`src/rtl/control_reloj_if.sv`:
```
// control_reloj_if: button/tick inputs and time/mode outputs of the clock
// controller.
//   tick_min, btnModo, btnHora, btnMin : one-cycle pulses into the controller
//   alarmaEn                           : alarm armed level
//   modo, minutos, horas               : current mode and time
//   minutosAl, horasAl                 : alarm time
//   alarma                             : buzzer drive
// The slave modport is used by the controller; master is the driving side.
interface control_reloj_if;
  logic       tick_min;
  logic       btnModo;
  logic       btnHora;
  logic       btnMin;
  logic       alarmaEn;
  logic [1:0] modo;
  logic [6:0] minutos;
  logic [4:0] horas;
  logic [6:0] minutosAl;
  logic [4:0] horasAl;
  logic       alarma;

  modport master (
    output tick_min, btnModo, btnHora, btnMin, alarmaEn,
    input  modo, minutos, horas, minutosAl, horasAl, alarma
  );

  modport slave (
    input  tick_min, btnModo, btnHora, btnMin, alarmaEn,
    output modo, minutos, horas, minutosAl, horasAl, alarma
  );
endinterface

```
`src/rtl/control_reloj.sv`:
```
// control_reloj: mode and timekeeping controller for the digital clock.
// Keeps the current time and alarm time, advances time on tick_min, sequences
// NORMAL / AJUSTE_HORA / AJUSTE_ALARMA / ALARMA from debounced buttons and
// drives the buzzer.
//   clk   : system clock, rising edge
//   rst_n : asynchronous active-low reset
//   bus   : control_reloj_if.slave (button/tick inputs, mode/time outputs)
module control_reloj #(
  parameter int unsigned HORA_AL_INI = 6,
  parameter int unsigned MIN_AL_INI  = 0,
  parameter int unsigned DURACION_AL = 1
) (
  input  logic             clk,
  input  logic             rst_n,
  control_reloj_if.slave   bus
);

  typedef enum logic [1:0] {
    NORMAL        = 2'd0,
    AJUSTE_HORA   = 2'd1,
    AJUSTE_ALARMA = 2'd2,
    ALARMA        = 2'd3
  } estado_t;

  localparam logic [3:0] DUR = 4'(DURACION_AL);

  estado_t    estado, estado_n;
  logic [6:0] minutos, minutos_n, minutosAl, minutosAl_n, min_adv;
  logic [4:0] horas, horas_n, horasAl, horasAl_n, hor_adv;
  logic [3:0] cnt, cnt_n, cnt_inc;
  logic       alarma;
  logic       avanza, coincide, boton;

  function automatic logic [6:0] inc60(input logic [6:0] v);
    return (v >= 7'd59) ? '0 : v + 7'd1;
  endfunction

  function automatic logic [4:0] inc24(input logic [4:0] v);
    return (v >= 5'd23) ? '0 : v + 5'd1;
  endfunction

  always_comb begin
    avanza   = bus.tick_min && (estado != AJUSTE_HORA);
    min_adv  = minutos;
    hor_adv  = horas;
    if (avanza) begin
      min_adv = inc60(minutos);
      if (minutos == 7'd59) hor_adv = inc24(horas);
    end
    // Match is evaluated on the freshly advanced time so ALARMA is entered
    // on the same edge that loads the matching time.
    coincide = avanza && bus.alarmaEn &&
               (min_adv == minutosAl) && (hor_adv == horasAl);
    boton    = bus.btnModo || bus.btnHora || bus.btnMin;
    cnt_inc  = cnt + 4'd1;

    estado_n    = estado;
    minutos_n   = min_adv;
    horas_n     = hor_adv;
    minutosAl_n = minutosAl;
    horasAl_n   = horasAl;
    cnt_n       = '0;

    unique case (estado)
      NORMAL: begin
        if (coincide)         estado_n = ALARMA;
        else if (bus.btnModo) estado_n = AJUSTE_HORA;
      end
      AJUSTE_HORA: begin
        if (bus.btnModo) estado_n = AJUSTE_ALARMA;
        else begin
          if (bus.btnHora) horas_n   = inc24(horas);
          if (bus.btnMin)  minutos_n = inc60(minutos);
        end
      end
      AJUSTE_ALARMA: begin
        if (bus.btnModo) estado_n = NORMAL;
        else begin
          if (bus.btnHora) horasAl_n   = inc24(horasAl);
          if (bus.btnMin)  minutosAl_n = inc60(minutosAl);
        end
      end
      ALARMA: begin
        if (boton || !bus.alarmaEn) estado_n = NORMAL;
        else if (bus.tick_min) begin
          if (cnt_inc == DUR) estado_n = NORMAL;
          else                cnt_n    = cnt_inc;
        end else cnt_n = cnt;
      end
      default: estado_n = NORMAL;
    endcase
  end

  always_ff @(posedge clk or negedge rst_n) begin
    if (!rst_n) begin
      estado    <= NORMAL;
      minutos   <= '0;
      horas     <= '0;
      minutosAl <= 7'(MIN_AL_INI);
      horasAl   <= 5'(HORA_AL_INI);
      cnt       <= '0;
      alarma    <= 1'b0;
    end else begin
      estado    <= estado_n;
      minutos   <= minutos_n;
      horas     <= horas_n;
      minutosAl <= minutosAl_n;
      horasAl   <= horasAl_n;
      cnt       <= cnt_n;
      alarma    <= (estado_n == ALARMA);
    end
  end

  assign bus.modo      = estado;
  assign bus.minutos   = minutos;
  assign bus.horas     = horas;
  assign bus.minutosAl = minutosAl;
  assign bus.horasAl   = horasAl;
  assign bus.alarma    = alarma;

endmodule

```
`src/flat_wrapper.sv`:
```
// flat-port wrapper written by rule: the top's interface ports become plain ports
module control_reloj_flat 
#(
  parameter int unsigned HORA_AL_INI = 6,
  parameter int unsigned MIN_AL_INI  = 0,
  parameter int unsigned DURACION_AL = 1
)
  (clk, rst_n, bus_tick_min, bus_btnModo, bus_btnHora, bus_btnMin, bus_alarmaEn, bus_modo, bus_minutos, bus_horas, bus_minutosAl, bus_horasAl, bus_alarma);
  control_reloj_if bus_i ();
  input  logic clk;
  input  logic rst_n;
  input wire logic [$bits(bus_i.tick_min)-1:0] bus_tick_min;
  input wire logic [$bits(bus_i.btnModo)-1:0] bus_btnModo;
  input wire logic [$bits(bus_i.btnHora)-1:0] bus_btnHora;
  input wire logic [$bits(bus_i.btnMin)-1:0] bus_btnMin;
  input wire logic [$bits(bus_i.alarmaEn)-1:0] bus_alarmaEn;
  output wire logic [$bits(bus_i.modo)-1:0] bus_modo;
  output wire logic [$bits(bus_i.minutos)-1:0] bus_minutos;
  output wire logic [$bits(bus_i.horas)-1:0] bus_horas;
  output wire logic [$bits(bus_i.minutosAl)-1:0] bus_minutosAl;
  output wire logic [$bits(bus_i.horasAl)-1:0] bus_horasAl;
  output wire logic [$bits(bus_i.alarma)-1:0] bus_alarma;
  assign bus_i.tick_min = bus_tick_min;
  assign bus_i.btnModo = bus_btnModo;
  assign bus_i.btnHora = bus_btnHora;
  assign bus_i.btnMin = bus_btnMin;
  assign bus_i.alarmaEn = bus_alarmaEn;
  assign bus_modo = bus_i.modo;
  assign bus_minutos = bus_i.minutos;
  assign bus_horas = bus_i.horas;
  assign bus_minutosAl = bus_i.minutosAl;
  assign bus_horasAl = bus_i.horasAl;
  assign bus_alarma = bus_i.alarma;
  control_reloj #(.HORA_AL_INI(HORA_AL_INI), .MIN_AL_INI(MIN_AL_INI), .DURACION_AL(DURACION_AL)) u_core (.clk(clk), .rst_n(rst_n), .bus(bus_i));
endmodule
```
`config.mk`:
```
export PLATFORM = sky130hd
export DESIGN_NAME = control_reloj_flat
export DESIGN_NICKNAME = d
export VERILOG_FILES = /design/src/rtl/control_reloj_if.sv /design/src/rtl/control_reloj.sv /design/src/flat_wrapper.sv
export SDC_FILE = /design/constraint.sdc
export NUM_CORES = 1
export LEC_CHECK = 0
export CAP_MARGIN = 20
export CORE_MARGIN = 3
export CORE_UTILIZATION = 57
export DETAILED_ROUTE_END_ITERATION = 16
export DONT_BUFFER_PORTS = 1
export GPL_TIMING_DRIVEN = 0
export PLACE_DENSITY = 0.83
export REMOVE_ABC_BUFFERS = 1
export SLEW_MARGIN = 40
export SYNTH_ARGS = -nofsm -noshare
export SYNTH_HDL_FRONTEND = slang
export SYNTH_SLANG_ARGS = --single-unit
```
`constraint.sdc`:
```
create_clock -name clk -period 2.5 [get_ports clk]
set_input_delay 0.125 -clock clk [delete_from_list [all_inputs] [get_ports clk]]
set_output_delay 0.125 -clock clk [all_outputs]
set_load 0.1 [all_outputs]
```
==> results.md, run 1 <==
- Final nets: 271
- EDFF count, synth: 0
- Final hold violations: 0
- Max cap viols: 0
- Critical path's top delay family: compound AO/OA/AOI/OAI gates
- Synth Cell Area: between 2000 and 2500 um2
- Yosys reg bits: 31
- Worst path required time: 2710 ps
- CP Cell Sequence: ha_4 -> or2b_4 -> buf_4 -> buf_6 -> o41ai_2 -> o211ai_1 -> a32oi_1 -> nand4_1 -> o21ai_1
- Min Tclk post-route: around 2600 ps
- Most frequent cell after synthesis: dfrtp_1
- Compound-Gate Fraction of Synth Area: 0.259
- Critical Path Sink Type: flip-flop
- Sink Count: 31
- Post-Synth Simple-Gate Area: 0.244
- Antenna violations before repair: 0
- Setup CP Type: flip-flop to flip-flop
- Crit Path Max Fanout: 7
- Drt total wl: 5610 um
- Final ANT Viol Nets: 0
- Setup WS post-layout: -69.7 ps
- Initial Utilization: 0.623
- Clock Tree Root: clkbuf_8
- Chip width: 67.8 um
- Global Route Usage Sum: 0.260
- Main combinational cell family by area after synthesis: compound AO/OA/AOI/OAI gates
- Reg clk slew, reported paths: approximately 60 ps
- CTS tree: yes
- Post-synthesis cell type count: 66
- Drt first pass iters: 5
- Final HPWL from detailed placement: approximately 3600 um
- Die H: 67.8 um
- Slew HR: 0.423
- Clk buf depth: 2
- Max Transition Viols Final: 0
- WP data arrival: approximately 2800 ps
- Antenna cells: 0
- Status: finished with violations
- Most instantiated cells after synthesis: 29 x dfrtp_1, 26 x o21ai_0, 23 x nand2_1, 17 x nand3_1, 16 x nor2_1
- Vias: 2060
- Largest net degree at the start of global routing: 32
- Iter 0 DRT Violations: 249
- Average size of a mapped cell: roughly 8.5 um2
- Die footprint: 4590 um2
- Post-synth ARST share: 1.00
- Layout cells sized above 1: 0.236
- Crit-path slowest cell: dfrtp_4
- Final Cycle Share: 1.03
- Routed wire per std cell: 18.4 um
- Critical path buffers and inverters: 2
- Vias in the first global route: 1925
- Ranking of synthesized cells by area: dfrtp_1 33%, o21ai_0 6.0%, nand2_1 4.0%
- Seq/Total Area, Yosys: 0.358
- # rows: 21
- # IOs: 34
- Layout overhead on the synthesized area: 13.7%
- Adder-cell share of the synthesized area: 0.0345
- DRC Markers: 0
- RSZ-0062 raised after global routing: yes
- Synth Instances: ~260
- Placer Congestion: 0.931
- Skew-Pair Late Insertion Delay: between 200 and 300 ps
- Final Setup Violations: 3
- Worst-Margin Slew: 866 ps
- Xor and xnor area share after synthesis: 0.0362
- Cts bufs inserted: 5
- Leading area contributor after synthesis: dfrtp_1
- Clk_skew: 5.84 ps
- Violated checks: negative setup slack
- Yosys warnings: 0
- Prevailing post-synth register cell: dfrtp_1
- Core Util, Final: 0.708
- FMAX: 389 MHz
- Total global routing overflow: 0
- Kind of start point of the critical path: flip-flop
- First-pass GRT wire length: ~9100 um
- H-tree lvl count: 2
- Core area: 3490 um2
- Share of the synthesized area in the top cell type: 0.334
- # port buffers: 0
- Via/cell ratio: around 6.8
- Mux contribution to synthesized area: 0.0196
- HP Class: input pin to flip-flop
- Max stage delay on crit path: 670 ps
cells by family (layout without fill, tap and decap cells):
logic type,Yosys count,in the layout
compound gates,80,80
xor+xnor,9,9
fa+ha+maj,6,6
buf+inv,25,29
flops,31,31
mux,4,4
simple gates,100,100
metal layers:
metal	GRT usage	part of all wire	routed length, um
met4	0.0893	0.022	121
met5	0	0	0
met1	0.348	0.42	2370
met3	0.0699	0.089	499
met2	0.406	0.47	2620
cell usage in the layout (no fill, tap or decap), types with 3 or more instances in the layout:
cell,count
nor3_1,5
xor2_1,4
nand4_1,8
nand4b_1,3
dfrtp_4,8
o21ai_1,3
dfrtp_1,5
inv_1,11
o31ai_1,5
a21oi_1,3
buf_4,3
nand3_1,17
clkbuf_8,5
a211oi_1,3
xnor2_1,5
ha_1,5
and2_1,3
dlygate4sd3_1,3
a31oi_1,3
o21bai_1,3
a32oi_1,3
nor2_1,16
nor2b_1,4
nand2_1,23
o21ai_0,25
clkbuf_1,3
dfrtp_2,16
state kept, by name, indices dropped and copies added, names as in the netlist:
signal                cells
u_core.bus.minutosAl      7
u_core.bus.minutos        7
u_core.bus.horasAl        5
u_core.bus.horas          5
u_core.cnt                4
u_core.bus.modo           2
u_core.bus.alarma         1
through the flow:
step / std cells / setup TNS [ps] / hold WS (ps) / cell area (um2) / setup slack [ps]
finish: 305 / -158 / 6.90 / 2470 / -69.7
global route: 305 / -418 / 2.40 / 2470 / -155
CTS: 304 / -121 / 6.25 / 2410 / -57.0
detailed placement: 287 / -3010 / -170 / 2200 / -495
global placement: 287 / -8200 / -169 / 2170 / -842
floorplan: 241 / -2600 / -171 / 2110 / -501
path summary, 6_finish.rpt:
kind                                                  from                           endpoint  slack (ps)  cells after the start
setup reg to reg           u_core.bus.minutos[1]$_DFF_PN0_       u_core.bus.modo[0]$_DFF_PN0_         -70                      9
hold reg to reg                  u_core.cnt[3]$_DFFE_PN0P_          u_core.cnt[3]$_DFFE_PN0P_         590                      2
hold / removal                                bus_tick_min          u_core.cnt[0]$_DFFE_PN0P_           7                      2
max in group asynchronous                            rst_n  u_core.bus.horasAl[2]$_DFFE_PN1P_        1980                      2
min in group asynchronous                            rst_n        u_core.bus.alarma$_DFF_PN0_         290                      2
setup / recovery           u_core.bus.minutos[1]$_DFF_PN0_       u_core.bus.modo[0]$_DFF_PN0_         -70                      9
worst reg2reg max path: stages, from the launching register on:
cell and delay, ps:
dfrtp_4 670, ha_4 200, or2b_4 270, buf_4 150, buf_6 130, o41ai_2 230, o211ai_1 170, a32oi_1 240
nand4_1 230, o21ai_1 210
timing repair:
action | 4_1_cts | 5_1_grt
buffers inserted | 5 | 1
hold endpoints to repair | 34 | 0
endpoints found under the setup margin | 8 | 7
gates resized for setup | 11 | 13
hold buffers | 4 | 0
pin swaps | 8 | 7
final cells by class:
class                   instances  area [um2]
well taps                      46        57.6
flip-flops and latches         31         828
multi-input cells             199        1370
repair buffers                 10        92.6
fillers                       256        1020
clock buffers                   8        80.1
inverters                      11        41.3
Power of run 1 is not shown: default switching activity piles up to over one toggle a cycle in this logic, so the estimate is an artifact.
==> inputs of run 2 (changes only) <==
- SETUP_SLACK_MARGIN: unset -> 0.1
==> run 2 against run 1 <==
Highest routed layer unchanged; the flow still finishes with violations (negative setup slack); largest cell class unchanged; global-route usage up 0.21 points; cell area up 0.20%; register-to-register slack better by 30 ps; fmax up 1.1%; clock skew up 1.2 ps; worst setup slack better by 28 ps; non-clock buffer count unchanged.
==> results.md, run 2 (synthesis gave the netlist of run 1 again) <==
- Status: finished with violations (unchanged)
- Violated checks: negative setup slack (unchanged)
- Top Metal Used: met4 (unchanged)
- Finished Layout Cells: 305 (unchanged)
- Cts bufs inserted: 5 (unchanged)
- Cell Count Post-Placement: 287 (unchanged)
- Final Cycle Share: 1.02 (was 1.03)
- Commonest non-fill, non-tap cell in the layout: o21ai_0 (unchanged)
- Antenna cells: 0 (unchanged)
- Dpl ws: -495 ps (unchanged)
- DRC Markers: 0 (unchanged)
- H-tree lvl count: 2 (unchanged)
- Max stage delay on crit path: 660 ps (was 670 ps)
- Wire length on met3: 428 um (was 499 um)
- Slew HR: 0.423 (about the same)
- Clk_skew: 7.04 ps (was 5.84 ps)
- Setup WS post-layout: -41.2 ps (was -69.7 ps)
- Vias: 2048 (was 2060)
- Final ANT Viol Nets: 0 (unchanged)
- First-pass GRT wire length: 9170 um (was 9090 um)
- Sink Count: 31 (unchanged)
- Initial Utilization: 0.623 (unchanged)
- Regs by FF count: u_core.bus.minutosAl (7), u_core.bus.minutos (7) (unchanged)
- Wl on met1: 2450 um (was 2370 um)
- # IOs: 34 (unchanged)
- CP Cell Sequence: ha_4 -> or2b_4 -> buf_4 -> buf_6 -> o41ai_2 -> o211ai_1 -> a32oi_1 -> nand4_1 -> o21ai_1 (unchanged)
- Largest net degree at the start of global routing: 32 (unchanged)
- Vias in the first global route: 1935 (was 1925)
- FMAX: 394 MHz (was 389 MHz)
- Core Util, Final: 0.709 (was 0.708)
- RSZ-0062 raised after global routing: yes (unchanged)
- Iter 0 DRT Violations: 187 (was 249)
- Global Route Usage Sum: 0.262 (was 0.260)
- Critical path buffers and inverters: 2 (unchanged)
- Max cap viols: 0 (unchanged)
- Critical path's top delay family: compound AO/OA/AOI/OAI gates (unchanged)
- Layout cells sized above 1: 0.243 (was 0.236)
- CTS tree: yes (unchanged)
- Final hold violations: 0 (unchanged)
- Clock Tree Root: clkbuf_8 (unchanged)
- Final nets: 271 (unchanged)
- Chip width: 67.8 um (unchanged)
- Antenna violations before repair: 0 (unchanged)
- Placer Congestion: 0.931 (unchanged)
- Die H: 67.8 um (unchanged)
- Worst path required time: 2700 ps (was 2710 ps)
- Layout overhead on the synthesized area: 13.9% (was 13.7%)
- Skew-Pair Late Insertion Delay: 280 ps (was 290 ps)
- Drt total wl: 5580 um (was 5610 um)
- # port buffers: 0 (unchanged)
- Setup CP Type: flip-flop to flip-flop (unchanged)
- Fin Hold WS: 9.40 ps (was 6.90 ps)
- Max Transition Viols Final: 0 (unchanged)
- WL met2: 2590 um (was 2620 um)
- Kind of start point of the critical path: flip-flop (unchanged)
- Worst-Margin Slew: 866 ps (about the same)
- Min Tclk post-route: 2540 ps (was 2570 ps)
- # rows: 21 (unchanged)
- Core area: 3490 um2 (unchanged)
- Clk buf depth: 2 (unchanged)
- Routed wire per std cell: 18.3 um (was 18.4 um)
- Setup slack, reg-to-reg: -40 ps (was -70 ps)
- Final HPWL from detailed placement: 3610 um (unchanged)
- Via/cell ratio: 6.71 (was 6.75)
- Crit-path slowest cell: dfrtp_4 (unchanged)
- Total global routing overflow: 0 (unchanged)
- WP data arrival: 2740 ps (was 2780 ps)
- Highest-count cells in the layout ignoring fill and taps: 25 x o21ai_0, 23 x nand2_1, 17 x nand3_1, 17 x dfrtp_2, 16 x nor2_1 (was 25 x o21ai_0, 23 x nand2_1, 17 x nand3_1)
- Reg clk slew, reported paths: 60 ps (about the same)
- Crit Path Max Fanout: 7 (unchanged)
- Drt first pass iters: 5 (unchanged)
- Die footprint: 4590 um2 (unchanged)
- # fillers: 255 (was 256)
- HP Class: input pin to flip-flop (unchanged)
- Critical Path Sink Type: flip-flop (unchanged)
- Final Setup Violations: 3 (unchanged)
-- run 2: per-stage QoR --
stage | TNS, ps | area, um2
floorplan | -2600 | 2110
global placement | -8200 | 2170
detailed placement | -3010 | 2200
CTS | -121 | 2410
global route | -328 | 2480
finish | -62.8 | 2480
-- run 2: final cells by class --
cell class | instances | area [um2] | share of cell area
tap | 46 | 57.6 | 0.0232
timing repair buffer | 10 | 92.6 | 0.0374
sequential | 31 | 826 | 0.333
clock buffer | 8 | 80.1 | 0.0323
inverter | 11 | 41.3 | 0.0167
multi-input combinational | 199 | 1380 | 0.557
-- run 2: metal layers --
metal,GRT usage,vias up
li1,-,970
met1,0.355,983
met2,0.406,82
met3,0.0699,13
met4,0.0893,0
met5,0,-
-- run 2: worst register-to-register path: stages, from the launching register on --
cell	delay [ps]
dfrtp_4	660
ha_4	200
or2b_4	270
buf_4	150
buf_6	130
o41ai_2	220
o211ai_1	150
a32oi_1	240
nand4_1	230
o21ai_1	210
-- run 2: timing repair --
item                                   4_1_cts  5_1_grt
endpoints found under the hold margin       34        0
setup endpoints to repair                    9       11
hold buffers                                 4        0
pin swaps                                    8        7
gates cloned                                 0        0
resized for setup                           12       13
setup buffers                                5        1
-- run 2: final timing paths --
path,from,end,depth (start not counted)
hold / removal,bus_tick_min,u_core.cnt[0]$_DFFE_PN0P_,2
setup reg to reg,u_core.bus.minutos[1]$_DFF_PN0_,u_core.bus.modo[0]$_DFF_PN0_,9
setup / recovery,u_core.bus.minutos[1]$_DFF_PN0_,u_core.bus.modo[0]$_DFF_PN0_,9
min in group asynchronous,rst_n,u_core.bus.alarma$_DFF_PN0_,2
max in group asynchronous,rst_n,u_core.bus.horasAl[2]$_DFFE_PN1P_,2
hold reg to reg,u_core.cnt[3]$_DFFE_PN0P_,u_core.cnt[3]$_DFFE_PN0P_,2
Power of run 2 is left out for the same reason.
==> inputs of run 3 (changes only) <==
- CORE_ASPECT_RATIO: unset -> 1.25
- CORE_MARGIN: 3 -> 8
- GPL_TIMING_DRIVEN: 0 -> 1
==> run 3 against run 2 <==
The run now ends clean; critical endpoint is now u_core.bus.modo[1]$_DFF_PN0_; worst setup slack improved by 290 ps; sequential share of layout area fell by 3.5 points; wire length increased by 4.4%; fmax grew 13%; largest cell class unchanged; first-iteration DRC count fell by 27%; clock skew down 1.8 ps; register-to-register slack better by 290 ps; critical path depth is 2 lower.
==> results.md, run 3 (synthesis gave the netlist of run 1 again) <==
- Final Setup Violations: 0 (was 3)
- # IOs: 34 (unchanged)
- Routed wire per std cell: 17.5 um (was 18.3 um)
- Gr busiest metal: met2 (unchanged)
- Max Transition Viols Final: 0 (unchanged)
- Initial Utilization: 0.585 (was 0.623)
- Clk_skew: 5.28 ps (was 7.04 ps)
- Kind of start point of the critical path: flip-flop (unchanged)
- Final HPWL from detailed placement: 4310 um (was 3610 um)
- Peak supply drop: between 0.9 and 1 mV
- Highest-count cells in the layout ignoring fill and taps: 38 x buf_4, 29 x dfrtp_1, 26 x o21ai_0 (was 25 x o21ai_0, 23 x nand2_1, 17 x nand3_1, 17 x dfrtp_2, 16 x nor2_1)
- FMAX: 445 MHz (was 394 MHz)
- Worst-Margin Slew: 867 ps (was 866 ps)
- Clk buf depth: 2 (unchanged)
- GR Util met3: 0.0625 (was 0.0699)
- Final Cycle Share: 0.899 (was 1.02)
- Final nets: 304 (was 271)
- Area post-placement: 2450 um2 (was 2200 um2)
- CTS tree: yes (unchanged)
- Die H: 85.1 um (was 67.8 um)
- Global Route Usage Sum: 0.196 (was 0.262)
- Layout overhead on the synthesized area: 20.1% (was 13.9%)
- Finished Layout Cells: 332 (was 305)
- Core area: 3720 um2 (was 3490 um2)
- Reg clk slew, reported paths: 60 ps (about the same)
- Leakage: 1.11 nW
- Iter 0 DRT Violations: 136 (was 187)
- Worst path required time: 2700 ps (about the same)
- HP Class: input pin to flip-flop (unchanged)
- Vias: 2175 (was 2048)
- Vias in the first global route: 2113 (was 1935)
- Drt total wl: 5820 um (was 5580 um)
- Sink Count: 31 (unchanged)
- # rows: 25 (was 21)
- Commonest non-fill, non-tap cell in the layout: buf_4 (was o21ai_0)
- Post-layout instance area: 2610 um2 (was 2480 um2)
- Regs by FF count: u_core.bus.minutosAl (7), u_core.bus.minutos (7) (unchanged)
- Postcts setup bufs: 0 (was 5)
- DRC Markers: 0 (unchanged)
- Final hold violations: 0 (unchanged)
- Chip width: 71.3 um (was 67.8 um)
- Critical Path Sink Type: flip-flop (unchanged)
- Cts bufs inserted: 5 (unchanged)
- Status: complete, no violations (was finished with violations)
- Min Tclk post-route: 2250 ps (was 2540 ps)
- Max cap viols: 0 (unchanged)
- Post-route setup TNS: 0 ps (was -62.8 ps)
- Via/cell ratio: 6.55 (was 6.71)
- Layout cells sized above 1: 0.216 (was 0.243)
- Cell Count Post-Placement: 319 (was 287)
- Slew HR: 0.422 (was 0.423)
- Total global routing overflow: 0 (unchanged)
- Antenna cells: 0 (unchanged)
- Drt first pass iters: 6 (was 5)
- Pwr per Cell Area: 1450 nW/um2
- Largest net degree at the start of global routing: 32 (unchanged)
- GR met1 Demand/Resource: 0.217 (was 0.355)
- GR Layer Usage met2: 0.338 (was 0.406)
- RSZ-0062 raised after global routing: no (was yes)
- Antenna violations before repair: 0 (unchanged)
- Final ANT Viol Nets: 0 (unchanged)
- # port buffers: 0 (unchanged)
- Die footprint: 6060 um2 (was 4590 um2)
- Placer Congestion: 0.960 (was 0.931)
- Crit Path Max Fanout: 5 (was 7)
- Setup CP Type: flip-flop to flip-flop (unchanged)
- WP data arrival: 2440 ps (was 2740 ps)
- H-tree lvl count: 2 (unchanged)
- Skew-Pair Late Insertion Delay: 280 ps (about the same)
- Clock Tree Root: clkbuf_8 (unchanged)
- First-pass GRT wire length: 9720 um (was 9170 um)
## run 3: changes by cell type in the layout (fill, tap and decap cells not counted), moves of 2 or more
cell / change
nor4_1: +2
clkbuf_8: +2
clkbuf_1: -2
dfrtp_1: +24
dfrtp_2: -17
buf_4: +35
o41ai_1: +2
dfrtp_4: -7
o41ai_2: -2
## run 3: layout make-up
type	count	area, um2
Inverter	11	41.3
Sequential cell	31	778
Multi-Input combinational cell	199	1300
Timing Repair Buffer	43	345
Fill cell	290	1110
Tap cell	40	50.0
Clock buffer	8	100
## run 3: repair_timing
| action | 4_1_cts | 5_1_grt |
|---|---|---|
| hold buffers | 4 | 1 |
| endpoints found under the hold margin | 33 | 1 |
| gates resized for setup | 0 | 2 |
| endpoints found under the setup margin | 0 | 1 |
## run 3: stage by stage
stage	utilization	worst slack (ps)	power [mW]	hold slack, ps
4_1_cts	0.697	242	3.76	0.494
2_1_floorplan	-	-501	2.72	-171
6_report	0.702	253	3.78	19.0
5_1_grt	0.702	112	4.00	24.3
3_3_place_gp	0.657	342	3.26	-170
3_5_place_dp	0.657	244	3.30	-170
## run 3: path summary, 6_finish.rpt
check                                             startpoint                                   to  slack (ps)  depth (start not counted)
max reg2reg                  u_core.bus.minutos[0]$_DFF_PN0_         u_core.bus.modo[1]$_DFF_PN0_         250                          7
max in group asynchronous                              rst_n    u_core.bus.horasAl[2]$_DFFE_PN1P_        1980                          2
min reg2reg                u_core.bus.horasAl[1]$_DFFE_PN1P_    u_core.bus.horasAl[1]$_DFFE_PN1P_         550                          2
min                                               bus_btnMin  u_core.bus.minutosAl[1]$_DFFE_PN0P_          20                          2
min in group asynchronous                              rst_n    u_core.bus.horasAl[0]$_DFFE_PN0P_         280                          2
max                          u_core.bus.minutos[0]$_DFF_PN0_         u_core.bus.modo[1]$_DFF_PN0_         250                          7
## run 3: routing by layer
metal | vias up | wire [um]
li1 | 1038 | -
met5 | - | 0
met1 | 1041 | 2300
met2 | 86 | 2940
met4 | 0 | 94
met3 | 10 | 486
## run 3: report_power, final
group | switching (mW) | total (mW) | internal (mW)
registers | 0.212 | 0.866 | 0.653
clock network | 0.180 | 0.431 | 0.251
logic | 1.82 | 2.49 | 0.669
## run 3: critical path, stage by stage (launching register included)
cell	delay, ps
dfrtp_1	350
ha_2	230
or2b_1	250
or4_4	460
a221o_1	350
a221oi_2	250
nand4b_1	130
o22ai_1	150
Power figures use the tool's default switching activity.
